==> src/rtl/iobuf_seq_pkg.sv <==
// Shared types and constants for the IO buffer direction sequencer.
// State encoding, channel indices and default dead-time.
package iobuf_seq_pkg;

    typedef enum logic [2:0] {
        IDLE,
        OFF,
        DEAD1,
        SET,
        DEAD2,
        ON,
        DONE
    } state_t;

    localparam int CH_MOSI  = 0;
    localparam int CH_CLOCK = 1;
    localparam int CH_MISO  = 2;
    localparam int CH_CS    = 3;
    localparam int CH_AUX   = 4;

    localparam int NCH_DEF      = 5;
    localparam int DEAD_CYC_DEF = 4;

endpackage

==> src/rtl/iobuf_seq_timer.sv <==
// Dead-time down-counter: load, count while enabled, saturate at zero.
// The zero flag is what the sequencer waits on.
module iobuf_seq_timer #(
    parameter int W = 3
) (
    input  logic         clk,
    input  logic         rst,
    input  logic         load,
    input  logic [W-1:0] load_val,
    input  logic         en,
    output logic         zero
);

    logic [W-1:0] cnt;

    always_ff @(posedge clk or posedge rst) begin
        if (rst) begin
            cnt <= '0;
        end else if (load) begin
            cnt <= load_val;
        end else if (en && cnt != '0) begin
            cnt <= cnt - 1'b1;
        end
    end

    assign zero = (cnt == '0);

endmodule

==> src/rtl/iobuf_dir_seq.sv <==
// Per-channel IO buffer direction sequencer with dead-time around changes.
// Define IOBUF_SEQ_OD_EN to enable the open-drain (bufod) control path.
module iobuf_dir_seq
    import iobuf_seq_pkg::*;
#(
    parameter int NCH      = NCH_DEF,
    parameter int DEAD_CYC = DEAD_CYC_DEF
) (
    input  logic           clk,
    input  logic           rst,
    input  logic           req_valid,
    output logic           req_ready,
    input  logic [2:0]     req_ch,
    input  logic           req_dir,
    input  logic           req_od,
    input  logic           req_oe,
    output logic [NCH-1:0] bufdir,
    output logic [NCH-1:0] bufod,
    output logic [NCH-1:0] buftoe,
    output logic           done,
    output logic           err,
    output logic           busy
);

    localparam int CW = $clog2(DEAD_CYC + 1);
    localparam logic [CW-1:0] LOAD_V = CW'(DEAD_CYC - 1);

    state_t state, state_nx;

    logic [2:0] lat_ch;
    logic       lat_dir, lat_od, lat_oe;
    logic       accept, ch_bad, same;
    logic       cur_dir, cur_od, cur_toe;
    logic       tmr_load, tmr_en, tmr_zero;
    logic       clr_toe, set_cfg, set_toe;
    logic       done_nx, err_nx;

    assign req_ready = (state == IDLE) && !rst;
    assign busy      = (state != IDLE);
    assign accept    = req_valid && req_ready;
    assign ch_bad    = int'(lat_ch) >= NCH;
    assign tmr_en    = (state == DEAD1) || (state == DEAD2);

    always_comb begin
        cur_dir = 1'b0;
        cur_od  = 1'b0;
        cur_toe = 1'b0;
        for (int i = 0; i < NCH; i++) begin
            if (int'(lat_ch) == i) begin
                cur_dir = bufdir[i];
                cur_od  = bufod[i];
                cur_toe = buftoe[i];
            end
        end
    end

    // buftoe holds oe gated by dir, so compare against that form
    assign same = (lat_dir == cur_dir) && (lat_od == cur_od)
               && ((lat_oe & lat_dir) == cur_toe);

    iobuf_seq_timer #(.W(CW)) u_timer (
        .clk      (clk),
        .rst      (rst),
        .load     (tmr_load),
        .load_val (LOAD_V),
        .en       (tmr_en),
        .zero     (tmr_zero)
    );

    always_ff @(posedge clk or posedge rst) begin
        if (rst) state <= IDLE;
        else     state <= state_nx;
    end

    always_comb begin
        state_nx = state;
        tmr_load = 1'b0;
        clr_toe  = 1'b0;
        set_cfg  = 1'b0;
        set_toe  = 1'b0;
        done_nx  = 1'b0;
        err_nx   = 1'b0;
        unique case (state)
            IDLE:  if (accept) state_nx = OFF;
            OFF: begin
                if (ch_bad) begin
                    err_nx   = 1'b1;
                    state_nx = DONE;
                end else if (same) begin
                    done_nx  = 1'b1;
                    state_nx = DONE;
                end else begin
                    clr_toe  = 1'b1;
                    tmr_load = 1'b1;
                    state_nx = DEAD1;
                end
            end
            DEAD1: if (tmr_zero) state_nx = SET;
            SET: begin
                set_cfg  = 1'b1;
                tmr_load = 1'b1;
                state_nx = DEAD2;
            end
            DEAD2: if (tmr_zero) state_nx = ON;
            ON: begin
                set_toe  = 1'b1;
                done_nx  = 1'b1;
                state_nx = DONE;
            end
            DONE:    state_nx = IDLE;
            default: state_nx = IDLE;
        endcase
    end

    always_ff @(posedge clk or posedge rst) begin
        if (rst) begin
            lat_ch  <= '0;
            lat_dir <= 1'b0;
            lat_oe  <= 1'b0;
            bufdir  <= '0;
            buftoe  <= '0;
            done    <= 1'b0;
            err     <= 1'b0;
        end else begin
            done <= done_nx;
            err  <= err_nx;
            if (accept) begin
                lat_ch  <= req_ch;
                lat_dir <= req_dir;
                lat_oe  <= req_oe;
            end
            for (int i = 0; i < NCH; i++) begin
                if (int'(lat_ch) == i) begin
                    if (clr_toe) buftoe[i] <= 1'b0;
                    if (set_cfg) bufdir[i] <= lat_dir;
                    if (set_toe) buftoe[i] <= lat_oe & lat_dir;
                end
            end
        end
    end

`ifdef IOBUF_SEQ_OD_EN
    always_ff @(posedge clk or posedge rst) begin
        if (rst) begin
            lat_od <= 1'b0;
            bufod  <= '0;
        end else begin
            if (accept) lat_od <= req_od;
            for (int i = 0; i < NCH; i++) begin
                if (int'(lat_ch) == i && set_cfg) bufod[i] <= lat_od;
            end
        end
    end
`else
    logic unused_od;
    assign unused_od = req_od;
    assign lat_od    = 1'b0;
    assign bufod     = '0;
`endif

endmodule

==> config.mk <==
export PLATFORM = sky130hd
export DESIGN_NAME = iobuf_dir_seq
export DESIGN_NICKNAME = d
export VERILOG_FILES = /design/src/rtl/iobuf_seq_pkg.sv /design/src/rtl/iobuf_seq_timer.sv /design/src/rtl/iobuf_dir_seq.sv
export SDC_FILE = /design/constraint.sdc
export NUM_CORES = 1
export LEC_CHECK = 0
export BUFFER_PORTS_ARGS = -buffer_cell sky130_fd_sc_hd__buf_2
export CAP_MARGIN = 20
export CORE_MARGIN = 2
export CORE_UTILIZATION = 57
export CTS_CLUSTER_SIZE = 30
export DETAILED_ROUTE_END_ITERATION = 10
export PLACE_DENSITY = 0.87
export SLEW_MARGIN = 40
export SYNTH_ARGS = -nofsm -noshare
export SYNTH_HDL_FRONTEND = slang
export SYNTH_SLANG_ARGS = --single-unit
==> constraint.sdc <==
create_clock -name clk -period 5.7 [get_ports clk]
set_input_delay 1.14 -clock clk [delete_from_list [all_inputs] [get_ports clk]]
set_output_delay 1.14 -clock clk [all_outputs]
set_load 0.01 [all_outputs]
==> results.sh <==
export IMPL_status="complete, no violations"
export IMPL_synthDistinctLibCells=39
export IMPL_vias=1013
export IMPL_hpwl_mm=1.79
export IMPL_hold_viol=0
export IMPL_crit_path_max_fanout=2
export IMPL_die_w_um=52.3
export IMPL_top_level_ports=28
export IMPL_std_cell_rows=17
export IMPL_grt_usage_pct=20.1
export IMPL_synthToLayoutAreaGrowth_pct=6.88
export IMPL_routedWlPerCell_um=13.7
export IMPL_cp_arrival_ns=1.49
export IMPL_final_max_slew_viol_count=0
export IMPL_pwr_share_seq_pct=41.5
export IMPL_synth_ff_type="dfrtp_1"
export IMPL_slew_headroom_pct=65.7
export IMPL_core_um2=2210
export IMPL_critPathRequiredTime_ns=4.56
export IMPL_ys_async_sr_fraction_pct=100
export IMPL_dieArea_um2=2730
export IMPL_cts_root_buf="clkbuf_4"
export IMPL_clk_pin_slew_ns=0.12
export IMPL_setup_violations_final=0
export IMPL_ant_nets=0
export IMPL_critPathCaptureType="output pin"
export IMPL_cts_setup_buffers=0
export IMPL_gr_total_overflow=0
export IMPL_grt_pass1_wl_mm=4.04
export IMPL_p_leak_nw=0.673
export IMPL_die_y_um=52.3
export IMPL_p_int_uw=425
export IMPL_drc_errors=0
export IMPL_yosys_area_share_adder_pct=1.89
export IMPL_grt_max_degree=26
export IMPL_path_class="primary input to output pin"
export IMPL_clock_skew_ns=0.00166
export IMPL_antenna_found_initial=0
export IMPL_finalCriticalPeriod_ns=2.63
export IMPL_rsz0062_at_grt="no"
export IMPL_synth_xor_xnor_area_share_pct=3.30
export IMPL_drt_first_pass_iters=4
export IMPL_p_comb_share_pct=48.6
export IMPL_cts_buffer_depth=2
export IMPL_p_clk_share_pct=9.9
export IMPL_numCtsBuffers=3
export IMPL_drtIter0Drc=37
export IMPL_max_freq_mhz=380
export IMPL_hp_class="register to register"
export IMPL_fin_crit_sh_pct=46.2
export IMPL_final_core_util_pct=64.1
export IMPL_drive_gt1_share_pct=26.0
export IMPL_synth_area_um2=1330
export IMPL_yosysSeqAreaShare_pct=43.4
export IMPL_cts_sinks=23
export IMPL_p_switching_uw=335
export IMPL_cts_tree="yes"
export IMPL_htreeDepth=1
export IMPL_syn_area_per_cell_um2=9.83
export IMPL_power_density_nw_per_um2=536
export IMPL_nets=162
export IMPL_swShare_pct=44.1
export IMPL_vias_per_cell=5.69
export IMPL_yosys_top_cells_count="dfrtp_1 (23), nand2_1 (16), mux2_2 (11), nor2_1 (8)"
export IMPL_yosys_area_top_type="dfrtp_1"
export IMPL_irDropWorstVdd_mv=0.293
export IMPL_routed_wl_mm=2.44
export IMPL_ys_warn_count=0
export IMPL_io_buffers=21
export IMPL_clock_latency_ns=0.31
export IMPL_netlist_instances=135
export IMPL_synth_top_cell_area_share_pct=43.4
export IMPL_synth_simple_gate_area_share_pct=20.0
export IMPL_postCtsHoldBufs=0
export IMPL_antennaDiodeCount=0
export IMPL_synth_seq_cells=23
export IMPL_grt_pass1_vias=954
export IMPL_synth_top_family_by_area="simple AND/OR/NAND/NOR gates"
export IMPL_synth_area_mux_share_pct=12.1
export IMPL_ys_top_cells_by_area="dfrtp_1 (43%), mux2_2 (9.3%), nand2_1 (4.5%)"
export IMPL_cap_violations=0
export IMPL_synth_edf_count=0
export IMPL_synth_compound_area_share_pct=11.2
export IMPL_tightest_slew_ns=0.511
export IMPL_synthMostInstantiatedCell="dfrtp_1"
export IMPL_initial_core_util_pct=60.0
export IMPL_cts_resized=0
export IMPL_fin_tns_setup_ns=0
export IMPL_worst_setup_path_start_kind="primary input"
export IMPL_gp_congestion=0.900
[sequential cells by signal, indices dropped and copies added, names as in the netlist]
signal       flops
lat_dir          1
u_timer.cnt      3
buftoe           5
lat_ch           3
err              1
state            3
bufdir           5
lat_oe           1
done             1
[cell type report]
type,count,area [um^2]
tap,28,35.0
clock buffer,4,26.3
timing repair buffer,21,105
multi-input combinational,98,662
fill,186,793
sequential,23,576
inverter,4,15.0
[final timing paths]
kind | startpoint | to | slack [ns] | cells after the start
setup / recovery | rst | req_ready | 3.07 | 3
hold / removal | bufdir[2]$_DFFE_PP0P_ | bufdir[2]$_DFFE_PP0P_ | 0.53 | 1
setup reg to reg | lat_ch[0]$_DFFE_PP0P_ | u_timer.cnt[1]$_DFFE_PP0P_ | 3.37 | 6
hold reg to reg | bufdir[2]$_DFFE_PP0P_ | bufdir[2]$_DFFE_PP0P_ | 0.53 | 1
max in group asynchronous | rst | lat_ch[2]$_DFFE_PP0P_ | 4.52 | 2
min in group asynchronous | rst | u_timer.cnt[1]$_DFFE_PP0P_ | 0.85 | 2
[power by group through the flow]
stage / Combinational [mW] / Sequential, mW / Clock, mW
floorplan: 0.353 / 0.273 / 0
global placement: 0.354 / 0.312 / 0
detailed placement: 0.369 / 0.317 / 0
CTS: 0.371 / 0.313 / 0.0755
global route: 0.412 / 0.329 / 0.0840
finish: 0.370 / 0.315 / 0.0753
[metal layers]
metal	vias up	GRT usage (%)	routed length [um]
li1	489	-	-
met1	478	27.5	1100
met2	37	30.8	1170
met3	9	2.86	114
met4	0	11.1	55
met5	-	0	0
[critical path, stage by stage]
cell and delay, ns:
buf_2 0.11, nor2_1 0.10, buf_2 0.14
[cell usage in the layout (no fill, tap or decap), types with 3 or more instances in the layout]
cell type | Yosys | routed
a22oi_1 | 3 | 3
mux2_2 | 11 | 11
o21ai_0 | 5 | 5
conb_1 | 1 | 5
xor2_1 | 3 | 3
clkbuf_4 | 0 | 3
nor3b_1 | 4 | 4
nor3_1 | 4 | 4
nand2_1 | 16 | 16
nand3_1 | 4 | 4
buf_2 | 3 | 21
dfrtp_1 | 23 | 23
inv_1 | 4 | 3
nor2b_1 | 5 | 5
a21oi_1 | 4 | 4
nor2_1 | 8 | 8
[logic make-up (layout without fill, tap and decap cells)]
kind of cell               count (synthesis)  in the layout
adders and majority gates                  2              2
xor gates and xnor gates                   5              5
DFF                                       23             23
and+or+nand+nor                           51             51
other                                      1              5
buffers and inverters                     18             29
muxes                                     14             14
AOI/OAI and AO/OA                         21             21
[metrics by stage]
| step | total power, mW | worst slack [ns] | cell area, um^2 | hold slack, ns | std cells |
|---|---|---|---|---|---|
| final | 0.760 | 3.07 | 1420 | 0.530 | 178 |
| after global routing | 0.825 | 3.01 | 1420 | 0.559 | 178 |
| after CTS | 0.759 | 3.06 | 1420 | 0.538 | 178 |
| after detailed placement | 0.686 | 3.07 | 1390 | 0.510 | 174 |
| after global placement | 0.665 | 2.88 | 1390 | 0.490 | 174 |
| after floorplan | 0.626 | 3.25 | 1340 | 0.479 | 139 |
Note: power is estimated with default switching activity, not from simulation.
